File: src/rtl/mouse_pkg.sv
// Shared definitions for the mouse position tracker:
// status byte layout, FSM encoding and default screen limits.
package mouse_pkg;

    localparam int BTN_L = 0;
    localparam int BTN_R = 1;
    localparam int BTN_M = 2;
    localparam int XSIGN = 4;
    localparam int YSIGN = 5;
    localparam int XOVF  = 6;
    localparam int YOVF  = 7;

    localparam int VGA_W = 160;
    localparam int VGA_H = 120;

    localparam logic [7:0] STATUS_RST = 8'h08;

    typedef enum logic [1:0] {
        IDLE    = 2'd0,
        ACCUM   = 2'd1,
        CLAMP   = 2'd2,
        PUBLISH = 2'd3
    } state_t;

endpackage

File: src/rtl/mouse_axis_accum.sv
// One tracker axis: scale and add the packet delta, then clamp or wrap.
// The position register doubles as the published output.
module mouse_axis_accum
    import mouse_pkg::*;
#(
    parameter int WIDTH  = 8,
    parameter int MAX    = 159,
    parameter int INIT   = 0,
    parameter int WRAP   = 0,
    parameter int SHIFT  = 0,
    parameter int INVERT = 0
) (
    input  logic             clk,
    input  logic             rst_n,
    input  logic             acc_en,
    input  logic             clamp_en,
    input  logic [8:0]       delta,
    input  logic             zero,
    output logic [WIDTH-1:0] pos
);

    localparam int SW = ((WIDTH > 9) ? WIDTH : 9) + 2;
    localparam logic signed [SW-1:0] MAX_S  = SW'(MAX);
    localparam logic [WIDTH-1:0]     MAX_W  = WIDTH'(MAX);
    localparam logic [WIDTH-1:0]     INIT_W = WIDTH'(INIT);

    logic signed [SW-1:0] d_ext;
    logic signed [SW-1:0] d_sh;
    logic signed [SW-1:0] pos_ext;
    logic signed [SW-1:0] sum_d;
    logic signed [SW-1:0] sum_q;
    logic [WIDTH-1:0]     clamp_d;

    always_comb begin
        d_ext   = {{(SW-9){delta[8]}}, delta};
        d_sh    = zero ? '0 : (d_ext >>> SHIFT);
        pos_ext = {{(SW-WIDTH){1'b0}}, pos};
        sum_d   = (INVERT != 0) ? (pos_ext - d_sh) : (pos_ext + d_sh);
    end

    // Wrap keeps the two's complement low bits, so negative sums wrap too.
    always_comb begin
        clamp_d = sum_q[WIDTH-1:0];
        if (WRAP == 0) begin
            if (sum_q[SW-1])
                clamp_d = '0;
            else if (sum_q > MAX_S)
                clamp_d = MAX_W;
        end
    end

    always_ff @(posedge clk or negedge rst_n) begin
        if (!rst_n) begin
            sum_q <= '0;
            pos   <= INIT_W;
        end else begin
            if (acc_en)
                sum_q <= sum_d;
            if (clamp_en)
                pos <= clamp_d;
        end
    end

endmodule

File: src/rtl/mouse_position_tracker.sv
// Turns decoded PS/2 packets into absolute X/Y/Z with button edge
// pulses and an overflow counter, behind valid/ready handshakes.
module mouse_position_tracker
    import mouse_pkg::*;
#(
    parameter int X_WIDTH    = 8,
    parameter int Y_WIDTH    = 8,
    parameter int Z_WIDTH    = 8,
    parameter int X_MAX      = VGA_W - 1,
    parameter int Y_MAX      = VGA_H - 1,
    parameter int Z_MAX      = 255,
    parameter int X_INIT     = VGA_W / 2,
    parameter int Y_INIT     = VGA_H / 2,
    parameter int SENS_SHIFT = 0,
    parameter int Y_INVERT   = 1,
    parameter int Z_WRAP     = 0
) (
    input  logic               CLK,
    input  logic               RESET,
    input  logic               PKT_VALID,
    output logic               PKT_READY,
    input  logic [7:0]         PKT_STATUS,
    input  logic [7:0]         PKT_DX,
    input  logic [7:0]         PKT_DY,
    input  logic [7:0]         PKT_DZ,
    output logic [X_WIDTH-1:0] MOUSE_X,
    output logic [Y_WIDTH-1:0] MOUSE_Y,
    output logic [Z_WIDTH-1:0] MOUSE_Z,
    output logic [7:0]         MOUSE_STATUS,
    output logic               POS_VALID,
    input  logic               POS_READY,
    output logic [2:0]         BTN_PRESS,
    output logic [2:0]         BTN_RELEASE,
    output logic [7:0]         OVF_COUNT
);

    state_t     state;
    logic [7:0] st_q;
    logic [7:0] dx_q;
    logic [7:0] dy_q;
    logic [7:0] dz_q;
    logic       acc_en;
    logic       clamp_en;
    logic [2:0] btn_new;
    logic [2:0] btn_old;

    assign acc_en   = (state == ACCUM);
    assign clamp_en = (state == CLAMP);
    assign btn_new  = st_q[BTN_M:BTN_L];
    assign btn_old  = MOUSE_STATUS[BTN_M:BTN_L];

    mouse_axis_accum #(
        .WIDTH (X_WIDTH),
        .MAX   (X_MAX),
        .INIT  (X_INIT),
        .WRAP  (0),
        .SHIFT (SENS_SHIFT),
        .INVERT(0)
    ) u_x (
        .clk     (CLK),
        .rst_n   (RESET),
        .acc_en  (acc_en),
        .clamp_en(clamp_en),
        .delta   ({st_q[XSIGN], dx_q}),
        .zero    (st_q[XOVF]),
        .pos     (MOUSE_X)
    );

    mouse_axis_accum #(
        .WIDTH (Y_WIDTH),
        .MAX   (Y_MAX),
        .INIT  (Y_INIT),
        .WRAP  (0),
        .SHIFT (SENS_SHIFT),
        .INVERT(Y_INVERT)
    ) u_y (
        .clk     (CLK),
        .rst_n   (RESET),
        .acc_en  (acc_en),
        .clamp_en(clamp_en),
        .delta   ({st_q[YSIGN], dy_q}),
        .zero    (st_q[YOVF]),
        .pos     (MOUSE_Y)
    );

    // Wheel delta is a plain signed byte and is never scaled.
    mouse_axis_accum #(
        .WIDTH (Z_WIDTH),
        .MAX   (Z_MAX),
        .INIT  (0),
        .WRAP  (Z_WRAP),
        .SHIFT (0),
        .INVERT(0)
    ) u_z (
        .clk     (CLK),
        .rst_n   (RESET),
        .acc_en  (acc_en),
        .clamp_en(clamp_en),
        .delta   ({dz_q[7], dz_q}),
        .zero    (1'b0),
        .pos     (MOUSE_Z)
    );

    always_ff @(posedge CLK or negedge RESET) begin
        if (!RESET) begin
            state        <= IDLE;
            PKT_READY    <= 1'b1;
            st_q         <= STATUS_RST;
            dx_q         <= '0;
            dy_q         <= '0;
            dz_q         <= '0;
            MOUSE_STATUS <= STATUS_RST;
            POS_VALID    <= 1'b0;
            BTN_PRESS    <= '0;
            BTN_RELEASE  <= '0;
            OVF_COUNT    <= '0;
        end else begin
            BTN_PRESS   <= '0;
            BTN_RELEASE <= '0;
            unique case (state)
                IDLE: begin
                    if (PKT_VALID) begin
                        st_q      <= PKT_STATUS;
                        dx_q      <= PKT_DX;
                        dy_q      <= PKT_DY;
                        dz_q      <= PKT_DZ;
                        PKT_READY <= 1'b0;
                        state     <= ACCUM;
                    end
                end
                ACCUM: begin
                    state <= CLAMP;
                end
                CLAMP: begin
                    MOUSE_STATUS <= st_q;
                    BTN_PRESS    <= btn_new & ~btn_old;
                    BTN_RELEASE  <= ~btn_new & btn_old;
                    POS_VALID    <= 1'b1;
                    if ((st_q[XOVF] | st_q[YOVF]) && (OVF_COUNT != 8'hFF))
                        OVF_COUNT <= OVF_COUNT + 8'd1;
                    state <= PUBLISH;
                end
                PUBLISH: begin
                    if (POS_READY) begin
                        POS_VALID <= 1'b0;
                        PKT_READY <= 1'b1;
                        state     <= IDLE;
                    end
                end
                default: state <= IDLE;
            endcase
        end
    end

endmodule
File: config.mk
export PLATFORM = sky130hd
export DESIGN_NAME = mouse_position_tracker
export DESIGN_NICKNAME = d
export VERILOG_FILES = /design/src/rtl/mouse_pkg.sv /design/src/rtl/mouse_axis_accum.sv /design/src/rtl/mouse_position_tracker.sv
export SDC_FILE = /design/constraint.sdc
export NUM_CORES = 1
export LEC_CHECK = 0
export CAP_MARGIN = 20
export CORE_MARGIN = 3
export CORE_UTILIZATION = 52
export DETAILED_ROUTE_END_ITERATION = 8
export DONT_BUFFER_PORTS = 1
export PLACE_DENSITY = 0.67
export SYNTH_ARGS = -nofsm -noshare
export SYNTH_HDL_FRONTEND = slang
export SYNTH_SLANG_ARGS = --single-unit
File: constraint.sdc
create_clock -name CLK -period 2.9 [get_ports CLK]
set_input_delay 0.58 -clock CLK [delete_from_list [all_inputs] [get_ports CLK]]
set_output_delay 0.58 -clock CLK [all_outputs]
set_load 0.02 [all_outputs]
==> results.sh <==
export IMPL_fmax_mhz=411
export IMPL_hp_class="in -> async"
export IMPL_p_seq_share_pct=36.4
export IMPL_cp_end_kind="register"
export IMPL_reg2reg_depth=9
export IMPL_synthArstFlopShare_pct=100
export IMPL_grt_pass1_wl_um=19200
export IMPL_hold_viol=114
export IMPL_diodes=0
export IMPL_synth_simple_gate_area_share_pct=11.4
export IMPL_setup_ws_ns=0.467
export IMPL_gp_congestion=0.830
export IMPL_period_share_pct=83.9
export IMPL_synthAdderAreaFrac_pct=7.65
export IMPL_cts_sinks=114
export IMPL_rsz0062_at_grt="no"
export IMPL_pin_count=84
export IMPL_start_util_pct=54.4
export IMPL_path_class="reg -> reg"
export IMPL_yosys_warnings=0
export IMPL_final_antenna_net_count=0
export IMPL_synthToLayoutAreaGrowth_pct=13.0
export IMPL_clock_root_buffer="clkbuf_8"
export IMPL_internal_power_uw=5670
export IMPL_crit_path_start="st_q[6]"
export IMPL_track_usage_pct=19.5
export IMPL_crit_arrival_ns=2.81
export IMPL_outcome="finished, violations left"
export IMPL_relSlewSlack_pct=60.0
export IMPL_yosysSeqAreaShare_pct=50.3
export IMPL_die_h_um=111
export IMPL_vias_per_cell=5.69
export IMPL_tritoncts="done"
export IMPL_p_total_uw=9280
export IMPL_port_buffers=0
export IMPL_setup_tns_ns=0
export IMPL_drive_above_1_share_pct=20.8
export IMPL_grt_max_degree=115
export IMPL_dp_hpwl_um=7670
export IMPL_drv_cap=0
export IMPL_totalWireLength_um=11500
export IMPL_netSwitchingPower_uw=3610
export IMPL_worstMarginPinSlew_ns=0.599
export IMPL_coreArea_um2=10500
export IMPL_clock_path_buffers=2
export IMPL_synth_cell_types=49
export IMPL_synth_compound_area_share_pct=11.8
export IMPL_ys_flop_type="dfrtp_1"
export IMPL_slew_violations=0
export IMPL_switching_share_pct=38.9
export IMPL_pre_cts_slack_ns=0.480
export IMPL_p_leak_uw=0.00286
export IMPL_via_count=3751
export IMPL_die_area_um2=12200
export IMPL_setup_viol=0
export IMPL_clockPowerShare_pct=23.1
export IMPL_die_w_um=111
export IMPL_grt_remaining_overflow=0
export IMPL_vdd_drop_max_mv=0.677
export IMPL_start_kind="register"
export IMPL_r2r_start="st_q[6]"
export IMPL_syn_avg_cell_area_um2=11.3
export IMPL_synth_edf_count=0
export IMPL_wl_per_cell_um=17.4
export IMPL_syn_inst=506
export IMPL_violations="negative hold slack"
export IMPL_synthesis_area_um2=5690
export IMPL_grt_pass1_vias=3839
export IMPL_drt_iter0_markers=267
export IMPL_worstPathMaxFanout=12
export IMPL_synth_top_family_by_area="multiplexers"
export IMPL_clk_latency_ns=0.50
export IMPL_ff2ff_setup_slack_ns=0.47
export IMPL_synth_mux_area_share_pct=13.1
export IMPL_crit_reg2reg_capture="u_x.sum_q[8]"
export IMPL_finalNetCount=579
export IMPL_combPwrFrac_pct=40.5
export IMPL_first_pass_iters=4
export IMPL_syn_nets=575
export IMPL_skew_ns=0.00949
export IMPL_fin_crit_ns=2.43
export IMPL_pwr_density_cell_nw_per_um2=1440
export IMPL_yosys_register_bits=114
export IMPL_h_tree_depth=4
export IMPL_required_ns=3.28
export IMPL_numCtsBuffers=17
export IMPL_drc=0
export IMPL_rows=37
export IMPL_synth_xor_area_share_pct=2.62
export IMPL_antenna_found_initial=1
export IMPL_clk_pin_slew_ns=0.06
export IMPL_fin_hold_ws_ns=-0.222
timing repair:
item | 4_1_cts | 5_1_grt
setup buffers | 0 | 0
endpoints found under the hold margin | 114 | 114
resized for setup | 0 | 0
power groups by stage:
stage	registers [µW]	clock network, µW	logic, µW
5_1_grt	3500	2270	4250
2_1_floorplan	3130	0	3170
3_3_place_gp	3380	0	3610
6_report	3370	2150	3760
4_1_cts	3390	2190	3790
3_5_place_dp	3400	0	3760
logic make-up after synthesis:
kind of cell / after synthesis
AND/OR/NAND/NOR: 124
flip-flops: 114
AO/OA/AOI/OAI: 104
multiplexers: 67
buffers and inverters: 47
adder cells (fa/ha/maj): 33
XOR/XNOR: 17
per-layer routing:
| layer | up-vias | track usage (%) | share of wire [%] |
|---|---|---|---|
| li1 | 1795 | - | - |
| met1 | 1845 | 24.9 | 44 |
| met2 | 100 | 31.1 | 49 |
| met3 | 9 | 7.12 | 6.6 |
| met4 | 2 | 5.75 | 0.71 |
| met5 | - | 0 | 0.061 |
sequential cells by signal, summed over array words and instances (netlist names):
name,cells
u_z.sum_q,10
u_x.sum_q,11
POS_VALID,1
MOUSE_STATUS,8
u_y.pos,8
PKT_READY,1
st_q,8
state,2
BTN_RELEASE,3
dz_q,8
OVF_COUNT,8
BTN_PRESS,3
u_y.sum_q,11
u_z.pos,8
dx_q,8
u_x.pos,8
dy_q,8
worst max-delay path: stages (launching register included):
cell and delay, ns:
dfrtp_1 0.49, nor2b_1 0.16, ha_1 0.21, inv_1 0.07, fa_1 0.43, nor2b_4 0.13
o31a_1 0.24, nor4_4 0.06, mux2i_1 0.13, a2111o_1 0.38
worst max-delay path by stage:
stage	cells after the start	endpoint	slack, ns
2_1_floorplan	10	u_x.sum_q[8]	0.61
3_3_place_gp	9	u_x.sum_q[8]	0.58
3_5_place_dp	9	u_x.sum_q[8]	0.48
4_1_cts	9	u_x.sum_q[8]	0.48
5_1_grt	8	u_x.sum_q[6]	0.29
6_report	9	u_x.sum_q[8]	0.47
synthesized netlist by cell type (2+ instances only):
master,instances,area [µm²]
a31oi_1,3,18.8
dfstp_2,9,236
o21ai_1,2,10.0
nor3b_1,4,30.0
dfrtp_1,105,2630
nor2b_1,14,87.6
fa_1,3,60.1
nand4b_1,2,17.5
o22ai_1,3,18.8
a21oi_1,25,125
and3_1,5,31.3
o31ai_1,3,22.5
xnor2_1,12,105
a211oi_1,6,45.0
o311ai_0,2,17.5
xor2_1,5,43.8
o21a_1,4,30.0
o21ai_0,28,140
or3_1,3,18.8
mux2i_1,6,60.1
nand3_1,8,40.0
mux2_2,61,687
nor2b_4,2,27.5
o31a_1,3,26.3
o21bai_1,3,22.5
nand2b_1,12,75.1
nor2_1,42,158
buf_1,6,22.5
nand2_1,21,78.8
ha_1,30,375
o211ai_1,6,45.0
nand4_1,2,12.5
nor3_1,4,20.0
o2bb2ai_1,5,43.8
inv_1,28,105
a21o_1,5,37.5
clkbuf_1,12,45.0
area by class of cell:
type,instances,area (µm²)
Clock inverter,10,158
Tap cell,136,170
Clock buffer,22,453
Timing Repair Buffer,4,30.0
Inverter,28,105
Fill cell,875,4030
Multi-Input combinational cell,345,2650
Sequential cell,114,2860
placed cells by master (no fill, tap or decap), types with 3 or more instances in the layout:
master | netlist | layout
mux2_2 | 61 | 61
inv_1 | 28 | 28
xnor2_1 | 12 | 12
a31oi_1 | 3 | 3
xor2_1 | 5 | 5
o31ai_1 | 3 | 3
a21oi_1 | 25 | 25
a211oi_1 | 6 | 6
o21ai_0 | 28 | 28
nor3_1 | 4 | 4
o21bai_1 | 3 | 3
clkbuf_1 | 12 | 3
mux2i_1 | 6 | 6
nor2_1 | 42 | 42
ha_1 | 30 | 29
clkbuf_8 | 0 | 3
nand2b_1 | 12 | 12
bufinv_16 | 0 | 4
clkinv_2 | 0 | 4
buf_4 | 0 | 4
fa_1 | 3 | 3
o211ai_1 | 6 | 6
and3_1 | 5 | 5
nand3_1 | 8 | 8
o2bb2ai_1 | 5 | 5
nand2_1 | 21 | 21
nor3b_1 | 4 | 4
o21a_1 | 4 | 4
clkbuf_16 | 0 | 16
a21o_1 | 5 | 5
dfrtp_1 | 105 | 105
o31a_1 | 3 | 3
o22ai_1 | 3 | 3
nor2b_1 | 14 | 14
or3_1 | 3 | 3
dfstp_2 | 9 | 9
per-stage QoR:
stage | utilization, % | cell area [µm²] | instances
6_report | 61.5 | 6430 | 659
5_1_grt | 61.5 | 6430 | 659
4_1_cts | 61.5 | 6430 | 659
3_5_place_dp | 55.7 | 5820 | 627
3_3_place_gp | 55.7 | 5820 | 627
2_1_floorplan | - | 5690 | 506
No activity file was read; power rests on OpenSTA's default activity.
